===== src/rtl/bcd_pkg.sv =====
// Shared BCD definitions used by the binary-to-BCD converter and the display driver.
package bcd_pkg;

  localparam int DIGIT_W = 4;
  localparam logic [DIGIT_W-1:0] BCD_NINE = 4'd9;

  typedef enum logic [1:0] {IDLE, SHIFT, DONE} state_t;

  // Evaluated at elaboration to size the overflow limit 10^n - 1.
  function automatic longint unsigned pow10(input int n);
    longint unsigned r;
    r = 1;
    for (int i = 0; i < n; i++) r = r * 10;
    return r;
  endfunction

endpackage


===== src/rtl/bcd_add3.sv =====
// Double-dabble digit correction: add 3 to a BCD digit that is 5 or more.
module bcd_add3
  import bcd_pkg::*;
(
  input  logic [DIGIT_W-1:0] digit,
  output logic [DIGIT_W-1:0] adjusted
);

  assign adjusted = (digit >= DIGIT_W'(5)) ? digit + DIGIT_W'(3) : digit;

endmodule


===== src/rtl/bin_to_bcd6.sv =====
// Sequential double-dabble converter: one input bit per clock, result held
// stable between conversions and saturated to all nines on overflow.
module bin_to_bcd6
  import bcd_pkg::*;
#(
  parameter int BIN_W  = 20,
  parameter int DIGITS = 6
) (
  input  logic                       clk,
  input  logic                       rst,
  input  logic                       in_valid,
  output logic                       in_ready,
  input  logic [BIN_W-1:0]           in_bin,
  output logic [DIGIT_W*DIGITS-1:0]  bcd,
  output logic                       done,
  output logic                       ovf
);

  localparam int BCD_W = DIGIT_W * DIGITS;
  localparam int CNT_W = $clog2(BIN_W + 1);
  localparam longint unsigned LIMIT = pow10(DIGITS) - 1;

  state_t state, state_next;

  logic [BIN_W-1:0] shreg;
  logic [BCD_W-1:0] scratch;
  logic [BCD_W-1:0] adjusted;
  logic [CNT_W-1:0] cnt;
  logic             ovf_pending;

  for (genvar g = 0; g < DIGITS; g++) begin : g_adj
    bcd_add3 u_add3 (
      .digit    (scratch[g*DIGIT_W +: DIGIT_W]),
      .adjusted (adjusted[g*DIGIT_W +: DIGIT_W])
    );
  end

  always_comb begin
    state_next = state;
    in_ready   = 1'b0;
    case (state)
      IDLE: begin
        in_ready = 1'b1;
        if (in_valid) state_next = SHIFT;
      end
      SHIFT: begin
        if (cnt == CNT_W'(1)) state_next = DONE;
      end
      DONE:    state_next = IDLE;
      default: state_next = IDLE;
    endcase
  end

  always_ff @(posedge clk or posedge rst) begin
    if (rst) state <= IDLE;
    else     state <= state_next;
  end

  // The top digit's carry falls off the shift; overflowing inputs are
  // replaced by all nines in DONE, so that loss never reaches bcd.
  always_ff @(posedge clk or posedge rst) begin
    if (rst) begin
      shreg       <= '0;
      scratch     <= '0;
      cnt         <= '0;
      ovf_pending <= 1'b0;
      bcd         <= '0;
      ovf         <= 1'b0;
      done        <= 1'b0;
    end else begin
      done <= 1'b0;
      case (state)
        IDLE: begin
          if (in_valid) begin
            shreg       <= in_bin;
            scratch     <= '0;
            cnt         <= CNT_W'(BIN_W);
            ovf_pending <= 64'(in_bin) > LIMIT;
          end
        end
        SHIFT: begin
          {scratch, shreg} <= {adjusted, shreg} << 1;
          cnt              <= cnt - CNT_W'(1);
        end
        DONE: begin
          bcd  <= ovf_pending ? {DIGITS{BCD_NINE}} : scratch;
          ovf  <= ovf_pending;
          done <= 1'b1;
        end
        default: ;
      endcase
    end
  end

endmodule


===== config.mk =====
export PLATFORM = sky130hd
export DESIGN_NAME = bin_to_bcd6
export DESIGN_NICKNAME = d
export VERILOG_FILES = /design/src/rtl/bcd_pkg.sv /design/src/rtl/bcd_add3.sv /design/src/rtl/bin_to_bcd6.sv
export SDC_FILE = /design/constraint.sdc
export NUM_CORES = 1
export LEC_CHECK = 0
export ABC_CLOCK_PERIOD_IN_PS = 2800
export CORE_MARGIN = 10
export CORE_UTILIZATION = 54
export DETAILED_ROUTE_END_ITERATION = 10
export GPL_TIMING_DRIVEN = 0
export PLACE_DENSITY = 0.89
export SLEW_MARGIN = 10
export SYNTH_ARGS = -nofsm -noshare
export SYNTH_HDL_FRONTEND = slang
export SYNTH_SLANG_ARGS = --single-unit

===== constraint.sdc =====
create_clock -name clk -period 2.8 [get_ports clk]
set_clock_uncertainty 0.05 [all_clocks]
set_input_delay 0.42 -clock clk [delete_from_list [all_inputs] [get_ports clk]]
set_output_delay 0.42 -clock clk [all_outputs]
set_load 0.02 [all_outputs]

# Word-level counts from Yosys, hierarchy flattened
# Cells that the tools add are included.
# W data, S select, Z words.
dict set report classes {
  add_sub_neg 7
  magnitude_cmp 7
  eq_ne 5
  muxes 18
  n_reduce_logical 5
}
# cell n
set ops {}
lappend ops {{$mux W24} 2}
lappend ops {{$pmux W24 S2} 1}
lappend ops {{$pmux W20 S2} 1}
lappend ops {{$ge A4 B3 Y1 const B} 6}
lappend ops {{$add A4 B2 Y4 const B} 5}
lappend ops {{$gt A20 B20 Y1 const B} 1}
lappend ops {{$mux W20} 1}
lappend ops {{$mux W4} 5}
lappend ops {{$pmux W5 S2} 1}
lappend ops {{$reduce_and A2 Y1} 3}
lappend ops {{$eq A5 B1 Y1 const B} 1}
lappend ops {{$mux W5} 1}
lappend ops {{$sub A5 B1 Y5 const B} 1}
lappend ops {{$mux W2} 2}
lappend ops {{$ne A2 B2 Y1 const B} 2}
lappend ops {{$pmux W2 S2} 1}
lappend ops {{$add A3 B2 Y3 const B} 1}
lappend ops {{$mux W3} 1}
lappend ops {{$eq A2 B1 Y1 const B} 1}
lappend ops {{$eq A2 B2 Y1 const B} 1}
lappend ops {{$logic_not A2 Y1} 1}
lappend ops {{$mux W1} 2}
lappend ops {{$reduce_bool A2 Y1} 1}
dict set report word_totals {
  out_inout_bits 27
  regBits 78
  inputBits 23
  wordCells 50
}

# Depth between registers and ports, before layout
# Gate-level depths: netlist (run 1).
dict set report depth {
  word_depth 3
  ltp_mapped 6
  ltp_nobuf 6
}

# By module
# From an unflattened synthesis (run 1), not the netlist that was laid out.
dict set report unflattened {
  cells_unflattened 444
  hier_area_um2 3878.7
}
# mod cells_each seq_area_each_um2 area_each_um2 n_inst
set modules_own_cells {}
lappend modules_own_cells {bin_to_bcd6 348 1951.9 3270.6 1}
lappend modules_own_cells {bcd_add3 16 0.0 101.3 6}

# Worst setup path before layout (run 1)
# OpenSTA, ideal clock, no wires.
dict set report synth_path {
  path_type {register to register}
  startpoint {register state[0]}
  endpoint {register scratch[11]}
  t_required_ps 2628
  setup_time_ps 122
  stages_incl_launch_ff 6
  synth_period_minus_slack_ps 1443
  arrival_time_ps 1271
  n_path_buf 1
  path_slack_ps 1357
  cell_sequence {dfrtp_1 or3b_1 buf_6 nand2_4 o31ai_1 a32o_1}
}
dict set report synth_between {
  elab_chain_len 3
  elab_cells_between_ends 6
  classes_between {eq/ne: 2; mux: 1; reduce/logical: 3}
}
# element line_no
set synth_lines {}
lappend synth_lines {{start, declared} bin_to_bcd6.sv:23} ;# state_t state, state_next;
lappend synth_lines {{start signal, assigned} bin_to_bcd6.sv:56} ;# else state <= state_next;
lappend synth_lines {{$eq A2 B1 Y1 / $logic_not A2 Y1 (equally long branches)} bin_to_bcd6.sv:72} ;# case (state)
lappend synth_lines {{$reduce_bool A2 Y1 (no source line) / $ne A2 B2 Y1 (equally long branches)} --}
lappend synth_lines {{$reduce_and A2 Y1 (no source line)} --}
lappend synth_lines {{end signal, assigned} bin_to_bcd6.sv:82} ;# {scratch, shreg} <= {adjusted, shreg} << 1;
lappend synth_lines {{end, declared} bin_to_bcd6.sv:26} ;# logic [BCD_W-1:0] scratch;
# Several ways; a longest one is shown, not always the timed one.
# A chain may end at the register's enable or synchronous reset.

# Final worst setup path (run 1)
dict set report layout_path {
  startpoint {register state[1]}
  endpoint {output port in_ready}
}
dict set report layout_between {
  elab_chain_len 2
}
# element line_no
set layout_lines {}
lappend layout_lines {{$logic_not A2 Y1} bin_to_bcd6.sv:41} ;# case (state)
lappend layout_lines {{$mux W1} bin_to_bcd6.sv:41}
lappend layout_lines {{end, declared} bin_to_bcd6.sv:12} ;# output logic in_ready,
# No other way between the ends.

==> flow_summary_export.csv, run 1 <==
group,metric,value,unit
logic_synthesis,syn_area_per_cell,10.2,um^2
die,die_h,102,um
run_status,outcome,"finished clean",
sta,final_hold_viol_count,0,
cells_and_area,antenna_cells,0,
placed_design,port_buffers,49,
global_route,grt_first_pass_wirelength,13.7,mm
logic_synthesis,yosys.cell_types.count,38,
setup_path,cpPeakStageDelay,0.62,ns
global_route,grt_overflow,0,
setup_path,path_buf_inv,1,
run,drv_cap,0,
power,p_switching,2070,uW
power,p_seq_share,38.5,%
hold_path,hold_class,"input pin to async pin",
setup_path,critPathSlowestCell,"clkdlybuf4s50_1",
cells_and_area,layout.nets,454,
drt,drt_iter0_drc,86,
clock_tree,cts_hold_buf,0,
cells_and_area,drive_above_1_share,7.82,%
logic_synthesis,synthesis.area,0.00362,mm^2
sta,setup_violations,0,
placed_design,hpwlAfterDp,5.90,mm
cells_and_area,seq_area,0.00195,mm^2
cells_and_area,final_cell_area,0.00441,mm^2
setup_path,start_kind,"flop",
drt,ant_nets,0,
placed_design,dpl_cell_area,0.00423,mm^2
power,combPwrFrac,46.4,%
drt,routed_wirelength,8.02,mm
sta,drv_slew,0,
placed_design,gp_congestion,0.813,
setup_path,rrSetupSlack,1.14,ns
logic_synthesis,synth_top_area_share,54.0,%
clock_tree,post_cts_buffers,0,
drt,drc,0,
cells_and_area,syn_to_final_growth,22.0,%
logic_synthesis,synthArstFlopShare,100,%
sta,fmax,0.495,GHz
power,p_int,3070,uW
sta,rsz0062_at_grt,"no",
setup_path,cp-end-kind,"output pin",
logic_synthesis,synth_enable_flop_cells,0,
setup_path,cp_top_family,"buffers and inverters",
placed_design,dp.cells,483,
sta,min_period_over_period,72.2,%
logic_synthesis,synth_largest_area_cell,"dfrtp_1",
clock_tree,clockBufferDepth,2,
logic_synthesis,ys_top_cells_by_area,"dfrtp_1 54%, nand2_1 7.1%, ha_1 4.8%, a22oi_1 3.9%, o21ai_0 3.7%",
sta,worst_pin_slew,0.509,ns
power,ir_worst_vdd,0.485,mV
die,rows,29,
cells_and_area,fillers,500,
clock_tree,path_clk_slew,0.08,ns
logic_synthesis,seq_area_frac_synth,54.0,%
logic_synthesis,syn-instance-count,356,
logic_synthesis,yosys_warnings,0,
die,die-area,0.0104,mm^2
logic_synthesis,synth_nets,393,
logic_synthesis,ys.flop_type,"dfrtp_1",
power,p_leak,0.00202,uW
setup_path,required,2.33,ns
clock_tree,cts_tree,"done",
clock_tree,clkLatencyLatePin,0.35,ns
power,clkPwrFrac,15.1,%
clock_tree,htreeDepth,3,
cells_and_area,multi_input_area,0.00150,mm^2
drt,dr_total_vias,2824,
power,swShare,40.2,%
global_route,grt_max_degree,42,
global_route,antenna_found_initial,0,
global_route,grt_usage,16.4,%
drt,drt-pass1-iter-count,4,
logic_synthesis,synth_common_cells,"78 x dfrtp_1, 68 x nand2_1, 27 x o21ai_0",
sta,period_needed,2.02,ns
clock_tree,cts_root_buffer,"clkbuf_8",
setup_path,path_cells,"nor2_1, clkdlybuf4s50_1",
clock_tree,cts_num_sinks,78,
clock_tree,post_cts_resized,0,
die,initial_core_util,56.3,%
clock_tree,numCtsBuffers,9,
power,p_per_area,1160,mW/mm^2
die,core_area,0.00642,mm^2
die,fp.dieW,102,um
drt,routedWlPerCell,16.1,um
die,io_pins,50,
setup_path,arrival,1.55,ns
logic_synthesis,ys_seq_elements,78,
cells_and_area,final_util,68.7,%
global_route,grt_pass1_vias,2878,
drt,via_per_inst,5.66,
sta,slew_headroom,66.0,%
setup_path,criticalPathCategory,"flop to output pin",
setup_path,critPathMaxFanout,6,
cells_and_area,instances_no_fill,499,
logic_synthesis,yosysMostFrequentCell,"dfrtp_1",
==> final cells by class <==
cell class / count / area share [%]
Timing Repair Buffer: 50 / 11.6
Sequential cell: 78 / 44.3
Buffer: 22 / 2.35
Inverter: 16 / 1.42
Clock buffer: 11 / 3.43
Clock inverter: 5 / 0.766
Multi-Input combinational cell: 240 / 34.0
Tap cell: 77 / 2.18
==> per-stage QoR <==
stage          worst slack [ns]  total power (uW)  setup TNS (ns)  hold WS, ns
6_report                  0.778              5140               0        0.395
4_1_cts                   0.756              5160               0        0.397
2_1_floorplan             0.335              3560               0        0.396
5_1_grt                   0.716              5540               0        0.445
3_5_place_dp              0.726              4380               0        0.417
3_3_place_gp             -0.840              4250          -65.21        0.409
==> worst register-to-register path: stages, from the launching register on <==
cell      delay [ns]
dfrtp_1         0.42
inv_1           0.14
ha_1            0.22
nand2b_1        0.07
a21oi_1         0.32
mux2i_1         0.24
a22o_1          0.14
==> power groups by stage <==
stage / registers, uW / logic, uW / clock network [uW]
final: 1980 / 2380 / 778
after global routing: 2050 / 2670 / 829
after CTS: 1970 / 2400 / 793
after detailed placement: 1990 / 2390 / 0
after global placement: 1970 / 2280 / 0
after floorplan: 2100 / 1470 / 0
==> registers in the layout, indices dropped and copies added (netlist names) <==
name / count
bcd: 24
ovf_pending: 1
state: 2
shreg: 20
scratch: 24
done: 1
cnt: 5
ovf: 1
==> placed cells by master (no fill, tap or decap), types with 2 or more instances in the layout <==
cell / netlist / routed
o32ai_1: 3 / 3
clkdlybuf4s50_1: 0 / 49
xor2_1: 4 / 4
nor3b_1: 2 / 2
o22ai_1: 8 / 8
a32o_1: 6 / 6
nand3_1: 4 / 4
a21oi_1: 9 / 9
o21ai_0: 27 / 27
mux2i_1: 6 / 6
ha_1: 14 / 14
clkinv_2: 0 / 2
nand2_1: 68 / 68
a22o_1: 6 / 6
dfrtp_1: 78 / 78
xnor2_1: 6 / 6
clkinvlp_4: 0 / 2
clkbuf_8: 0 / 11
a22oi_1: 19 / 19
nand2b_1: 14 / 14
o31ai_1: 13 / 13
buf_2: 8 / 8
nor2_1: 15 / 15
inv_1: 16 / 15
or4_1: 2 / 2
clkbuf_1: 12 / 12
==> logic make-up (layout without fill, tap and decap cells) <==
family,after synthesis,in the layout,share of synthesized area [%]
AOI/OAI and AO/OA,94,94,17.7
xor gates and xnor gates,10,10,2.42
adders and majority gates,14,14,4.84
buffers and inverters,38,104,4.53
DFF,78,78,54.0
muxes,7,7,1.97
and+or+nand+nor,115,115,14.6
==> metal layers <==
layer  GRT usage, %  vias to the layer above  wire length, um
met5              0                        -                0
met4           7.48                        0              119
met3           4.39                       12              579
met2           26.4                       86             3620
met1           20.3                     1365             3700
li1               -                     1361                -
==> path summary, 6_finish.rpt <==
kind | from | end | cells past startpoint
max | state[1] | in_ready | 2
min | rst | shreg[5] | 2
max reg2reg | scratch[12] | scratch[14] | 6
min reg2reg | shreg[4] | shreg[4] | 2
max in group asynchronous | rst | bcd[0] | 3
min in group clk | shreg[4] | shreg[4] | 2
(Power assumes the default switching activity.)
==> inputs of run 2 (changes only) <==
Settings changed: ABC_CLOCK_PERIOD_IN_PS 2800 to 1800, CORE_UTILIZATION 54 to 49, PLACE_DENSITY 0.89 to 0.85.
Clock period 2.8 ns to 1.8 ns, I/O delays scaled along.
==> flow_summary_export.csv, run 2 (synthesized netlist as in run 1, its figures left out) <==
group,metric,value,unit
drt,drc,0,
clock_tree,post_cts_resized,1,
cells_and_area,fillers,577,
sta,final_hold_viol_count,0,
drt,drt_iter0_drc,126,
global_route,gr-usage-met1,18.5,%
clock_tree,cts_num_sinks,78,
drt,ant_nets,0,
placed_design,gp_congestion,0.787,
power,p_switching,3210,uW
placed_design,dpl_cell_area,0.00427,mm^2
power,ir_worst_vdd,0.735,mV
sta,setup_violations,0,
clock_tree,clockBufferDepth,2,
setup_path,arrival,1.92,ns
cells_and_area,multi_input_area,0.00150,mm^2
power,p_leak,0.00206,uW
sta,drv_slew,0,
setup_path,cp-end-kind,"flop",
clock_tree,cts_root_buffer,"clkbuf_8",
power,p_seq_share,37.2,%
cells_and_area,reg.largest.list,"bcd: 24 flops, scratch: 24 flops, shreg: 20 flops",
power,p_total,8320,uW
die,die_h,106,um
clock_tree,cts_tree,"done",
global_route,grt_first_pass_wirelength,14.0,mm
global_route,grt_pass1_vias,2918,
placed_design,port_buffers,49,
drt,drt-pass1-iter-count,4,
cells_and_area,final_common_cell,"dfrtp_1",
sta,slew_headroom,68.3,%
drt,via_per_inst,5.52,
drt,routed_wirelength,8.14,mm
hold_path,hold_class,"input pin to async pin",
power,clkPwrFrac,18.0,%
global_route,grt_usage,14.9,%
global_route,antenna_found_initial,0,
sta,rsz0062_at_grt,"yes",
sta,period_needed,1.70,ns
cells_and_area,seq_area,0.00195,mm^2
run,drv_cap,0,
sta,worst_pin_slew,0.476,ns
cells_and_area,layout_common_cells,"78 x dfrtp_1, 68 x nand2_1, 48 x clkdlybuf4s50_1, 27 x o21ai_0, 19 x a22oi_1",
die,io_pins,50,
cells_and_area,layout.nets,455,
cells_and_area,final_cell_area,0.00450,mm^2
die,initial_core_util,50.1,%
setup_path,start_kind,"flop",
clock_tree,path_clk_slew,0.08,ns
global_route,grt_use_met3,4.59,%
clock_tree,clkLatencyLatePin,0.34,ns
clock_tree,post_cts_buffers,0,
sta,min_period_over_period,94.6,%
placed_design,hpwlAfterDp,6.07,mm
die,fp.dieW,106,um
power,p_per_area,1850,mW/mm^2
cells_and_area,antenna_cells,0,
global_route,grt_max_degree,40,
cells_and_area,drive_above_1_share,7.84,%
drt,dr_total_vias,2868,
global_route,busiest_layer,"met2",
setup_path,critPathMaxFanout,10,
die,core_area,0.00721,mm^2
global_route,grtUsageMet2,24.0,%
cells_and_area,syn_to_final_growth,24.5,%
clock_tree,numCtsBuffers,9,
setup_path,required,2.02,ns
drt,routedWlPerCell,15.7,um
clock_tree,cts_hold_buf,0,
power,combPwrFrac,44.8,%
run_status,outcome,"finished clean",
power,p_int,5110,uW
global_route,grt_overflow,0,
die,die-area,0.0112,mm^2
die,rows,31,
clock_tree,htreeDepth,3,
sta,fin_tns_setup,0,ns
setup_path,criticalPathCategory,"flop to flop",
power,swShare,38.6,%
sta,fmax,0.587,GHz
## run 2: cell types whose count changed in the layout (fill, tap and decap cells not counted), sizes merged
cell           change
bufinv             +3
clkbuf             -3
buf                +2
clkdlybuf4s50      -1
clkinv             -1
clkinvlp           -1
dlygate4sd2        +1
inv                -1
## run 2: power groups by stage
stage	logic [uW]	clock network [uW]	registers [uW]
5_1_grt	4160	1600	3200
4_1_cts	3760	1520	3080
6_report	3730	1500	3090
3_3_place_gp	3560	0	3060
2_1_floorplan	2280	0	3260
3_5_place_dp	3740	0	3110
## run 2: per-stage QoR
stage / utilization, % / setup WS, ns / hold slack, ns / cells
after floorplan: - / 0.357 / 0.325 / 356
after global placement: 58.7 / -0.275 / 0.409 / 504
after detailed placement: 59.2 / -0.176 / 0.412 / 506
after CTS: 62.3 / 0.101 / 0.143 / 520
after global routing: 62.4 / -0.0514 / 0.158 / 520
final: 62.4 / 0.0975 / 0.142 / 520
## run 2: final timing paths
check / start / end / slack, ns / cells after the start
max: state[0] / cnt[0] / 0.1 / 5
min: rst / shreg[11] / 0.14 / 2
max reg2reg: state[0] / cnt[0] / 0.1 / 5
min reg2reg: shreg[19] / shreg[19] / 0.43 / 2
max in group asynchronous: rst / bcd[6] / 0.88 / 4
min in group clk: in_bin[0] / shreg[0] / 0.42 / 3
## run 2: layout make-up
class / count / area share (%)
buffer: 22 / 2.31
clock buffer: 9 / 2.75
clock inverter: 5 / 2.22
inverter: 16 / 1.42
multi-input combinational: 240 / 33.4
sequential: 78 / 43.4
tap: 99 / 2.75
timing repair buffer: 51 / 11.8
## run 2: critical path: stages, from the launching register on
cell and delay, ns:
dfrtp_1 0.44, nor2b_1 0.18, nor2_2 0.37, buf_1 0.41
nand2_1 0.10, o21ai_0 0.08
## run 2: routing by layer
layer / up-vias / part of all wire [%]
met5: - / 0
met4: 0 / 1.6
met3: 13 / 6.6
met2: 87 / 48
met1: 1401 / 44
li1: 1367 / -
==> inputs of run 3 (changes only) <==
Settings changed: PLACE_DENSITY 0.85 to 0.75, REMOVE_ABC_BUFFERS set to 1, SETUP_SLACK_MARGIN set to 0.15.
==> flow_summary_export.csv, run 3 (synthesized netlist as in run 1, its figures left out) <==
group,metric,value,unit
run_status,outcome,"finished clean",
global_route,gr-usage-met1,17.7,%
sta,fmax,0.621,GHz
clock_tree,cts_num_sinks,78,
global_route,antenna_found_initial,0,
drt,drc,0,
drt,drt_iter0_drc,120,
drt,via_per_inst,5.42,
power,swShare,39.1,%
global_route,grt_overflow,0,
cells_and_area,fillers,615,
die,die_h,106,um
power,p_total,8180,uW
die,io_pins,50,
clock_tree,cts_hold_buf,0,
global_route,grt_max_degree,51,
setup_path,cp-end-kind,"output pin",
die,initial_core_util,50.1,%
cells_and_area,instances_no_fill,509,
placed_design,dp.cells,483,
clock_tree,path_clk_slew,0.08,ns
sta,rsz0062_at_grt,"yes",
placed_design,pre_cts_slack,-0.657,ns
power,p_switching,3200,uW
placed_design,dpl_cell_area,0.00417,mm^2
setup_path,critPathMaxFanout,2,
cells_and_area,antenna_cells,0,
sta,final_hold_viol_count,0,
cells_and_area,layout_common_cells,"76 x dfrtp_1, 68 x nand2_1, 27 x o21ai_0, 25 x clkdlybuf4s50_1",
hold_path,hold_class,"input pin to async pin",
sta,drv_slew,0,
sta,worst_slack,0.190,ns
sta,min_period_over_period,89.4,%
power,ir_worst_vdd,0.918,mV
setup_path,cp_top_family,"buffers and inverters",
sta,period_needed,1.61,ns
setup_path,start_kind,"flop",
die,rows,31,
clock_tree,clkLatencyLatePin,0.34,ns
clock_tree,numCtsBuffers,9,
clock_tree,cts_tree,"done",
setup_path,critPathSlowestCell,"clkdlybuf4s50_1",
cells_and_area,layout.nets,444,
power,combPwrFrac,44.9,%
die,core_area,0.00721,mm^2
setup_path,criticalPathCategory,"flop to output pin",
clock_tree,htreeDepth,3,
cells_and_area,final_cell_area,0.00457,mm^2
global_route,grtUsageMet2,23.9,%
setup_path,required,1.48,ns
placed_design,port_buffers,49,
power,p_int,4980,uW
global_route,grt_pass1_vias,2823,
setup_path,path_cells,"clkdlybuf4s50_1",
die,fp.dieW,106,um
sta,slew_headroom,43.0,%
setup_path,arrival,1.29,ns
sta,setup_violations,0,
global_route,busiest_layer,"met2",
sta,worst_pin_slew,0.855,ns
power,p_leak,0.00231,uW
clock_tree,cts_root_buffer,"clkbuf_8",
sta,timing.hold.ws,0.249,ns
drt,dr_total_vias,2760,
power,p_per_area,1790,mW/mm^2
cells_and_area,reg.largest.list,"bcd: 24 flops, scratch: 24 flops, shreg: 20 flops",
cells_and_area,syn_to_final_growth,26.5,%
power,clkPwrFrac,17.2,%
power,p_seq_share,37.9,%
setup_path,path_buf_inv,1,
global_route,grt_first_pass_wirelength,13.5,mm
placed_design,gp_congestion,0.814,
die,die-area,0.0112,mm^2
drt,drt-pass1-iter-count,4,
cells_and_area,final_common_cell,"dfrtp_1",
setup_path,cpPeakStageDelay,0.61,ns
drt,routedWlPerCell,15.6,um
global_route,grt_use_met3,3.38,%
cells_and_area,drive_above_1_share,11.2,%
clock_tree,clockBufferDepth,2,
placed_design,hpwlAfterDp,4.90,mm
drt,ant_nets,0,
run,drv_cap,0,
drt,routed_wirelength,7.92,mm
global_route,grt_usage,14.4,%
## run 3: cell types whose count changed in the layout (fill, tap and decap cells not counted), sizes merged, moves of 3 or more
| cell | previous run | this run |
|---|---|---|
| buf | 13 | 10 |
| clkdlybuf4s50 | 48 | 25 |
| dlymetal6s2s | 0 | 19 |
| dlygate4sd2 | 1 | 4 |
| clkbuf | 20 | 11 |
## run 3: worst paths after layout
path                                  from          end  slack [ns]  depth (start not counted)
worst min-delay path                   rst       bcd[7]        0.25                          2
max in group asynchronous              rst     state[0]        0.85                          3
worst min register to register     bcd[21]      bcd[21]        0.42                          2
worst max-delay path               bcd[18]      bcd[18]        0.19                          1
worst max register to register  scratch[8]  scratch[10]        0.20                          6
min in group clk                   bcd[21]      bcd[21]        0.42                          2
## run 3: power by group through the flow
stage	logic, uW	clock network, uW	registers (uW)
after detailed placement	3550	0	3100
final	3670	1400	3100
after CTS	3670	1440	3100
after floorplan	2150	0	3280
after global routing	4140	1520	3220
after global placement	3400	0	3070
## run 3: what timing repair did
action / in CTS / in global routing
endpoints found under the setup margin: 55 / 45
gates resized for setup: 15 / 27
setup buffers: 8 / 1
cloned: 2 / 1
pin swaps: 2 / 1
## run 3: metal layers
| layer | vias to the layer above | wire (um) | part of all wire (%) |
|---|---|---|---|
| met5 | - | 0 | 0 |
| met4 | 0 | 129 | 1.6 |
| met3 | 9 | 417 | 5.3 |
| met2 | 68 | 3740 | 47 |
| met1 | 1338 | 3630 | 46 |
| li1 | 1345 | - | - |
## run 3: through the flow
| step | utilization (%) | setup TNS (ns) |
|---|---|---|
| floorplan | - | -63.75 |
| global route | 63.4 | 0 |
| finish | 63.4 | 0 |
| global placement | 57.2 | -205.42 |
| detailed placement | 57.7 | -19.83 |
| CTS | 62.2 | 0 |
## run 3: final cells by class
| class | count | area [um^2] | area share, % |
|---|---|---|---|
| multi-input combinational | 243 | 1610 | 35.1 |
| inverter | 16 | 62.6 | 1.37 |
| timing repair buffer | 59 | 616 | 13.5 |
| sequential | 78 | 1950 | 42.7 |
| tap | 99 | 124 | 2.71 |
| clock inverter | 4 | 72.6 | 1.59 |
| clock buffer | 10 | 138 | 3.01 |
## run 3: worst register-to-register path, stage by stage, from the launching register on
cell	delay (ns)
dfrtp_1	0.41
inv_1	0.13
ha_1	0.22
nand2b_1	0.09
a21oi_2	0.24
mux2i_1	0.26
a22o_1	0.15
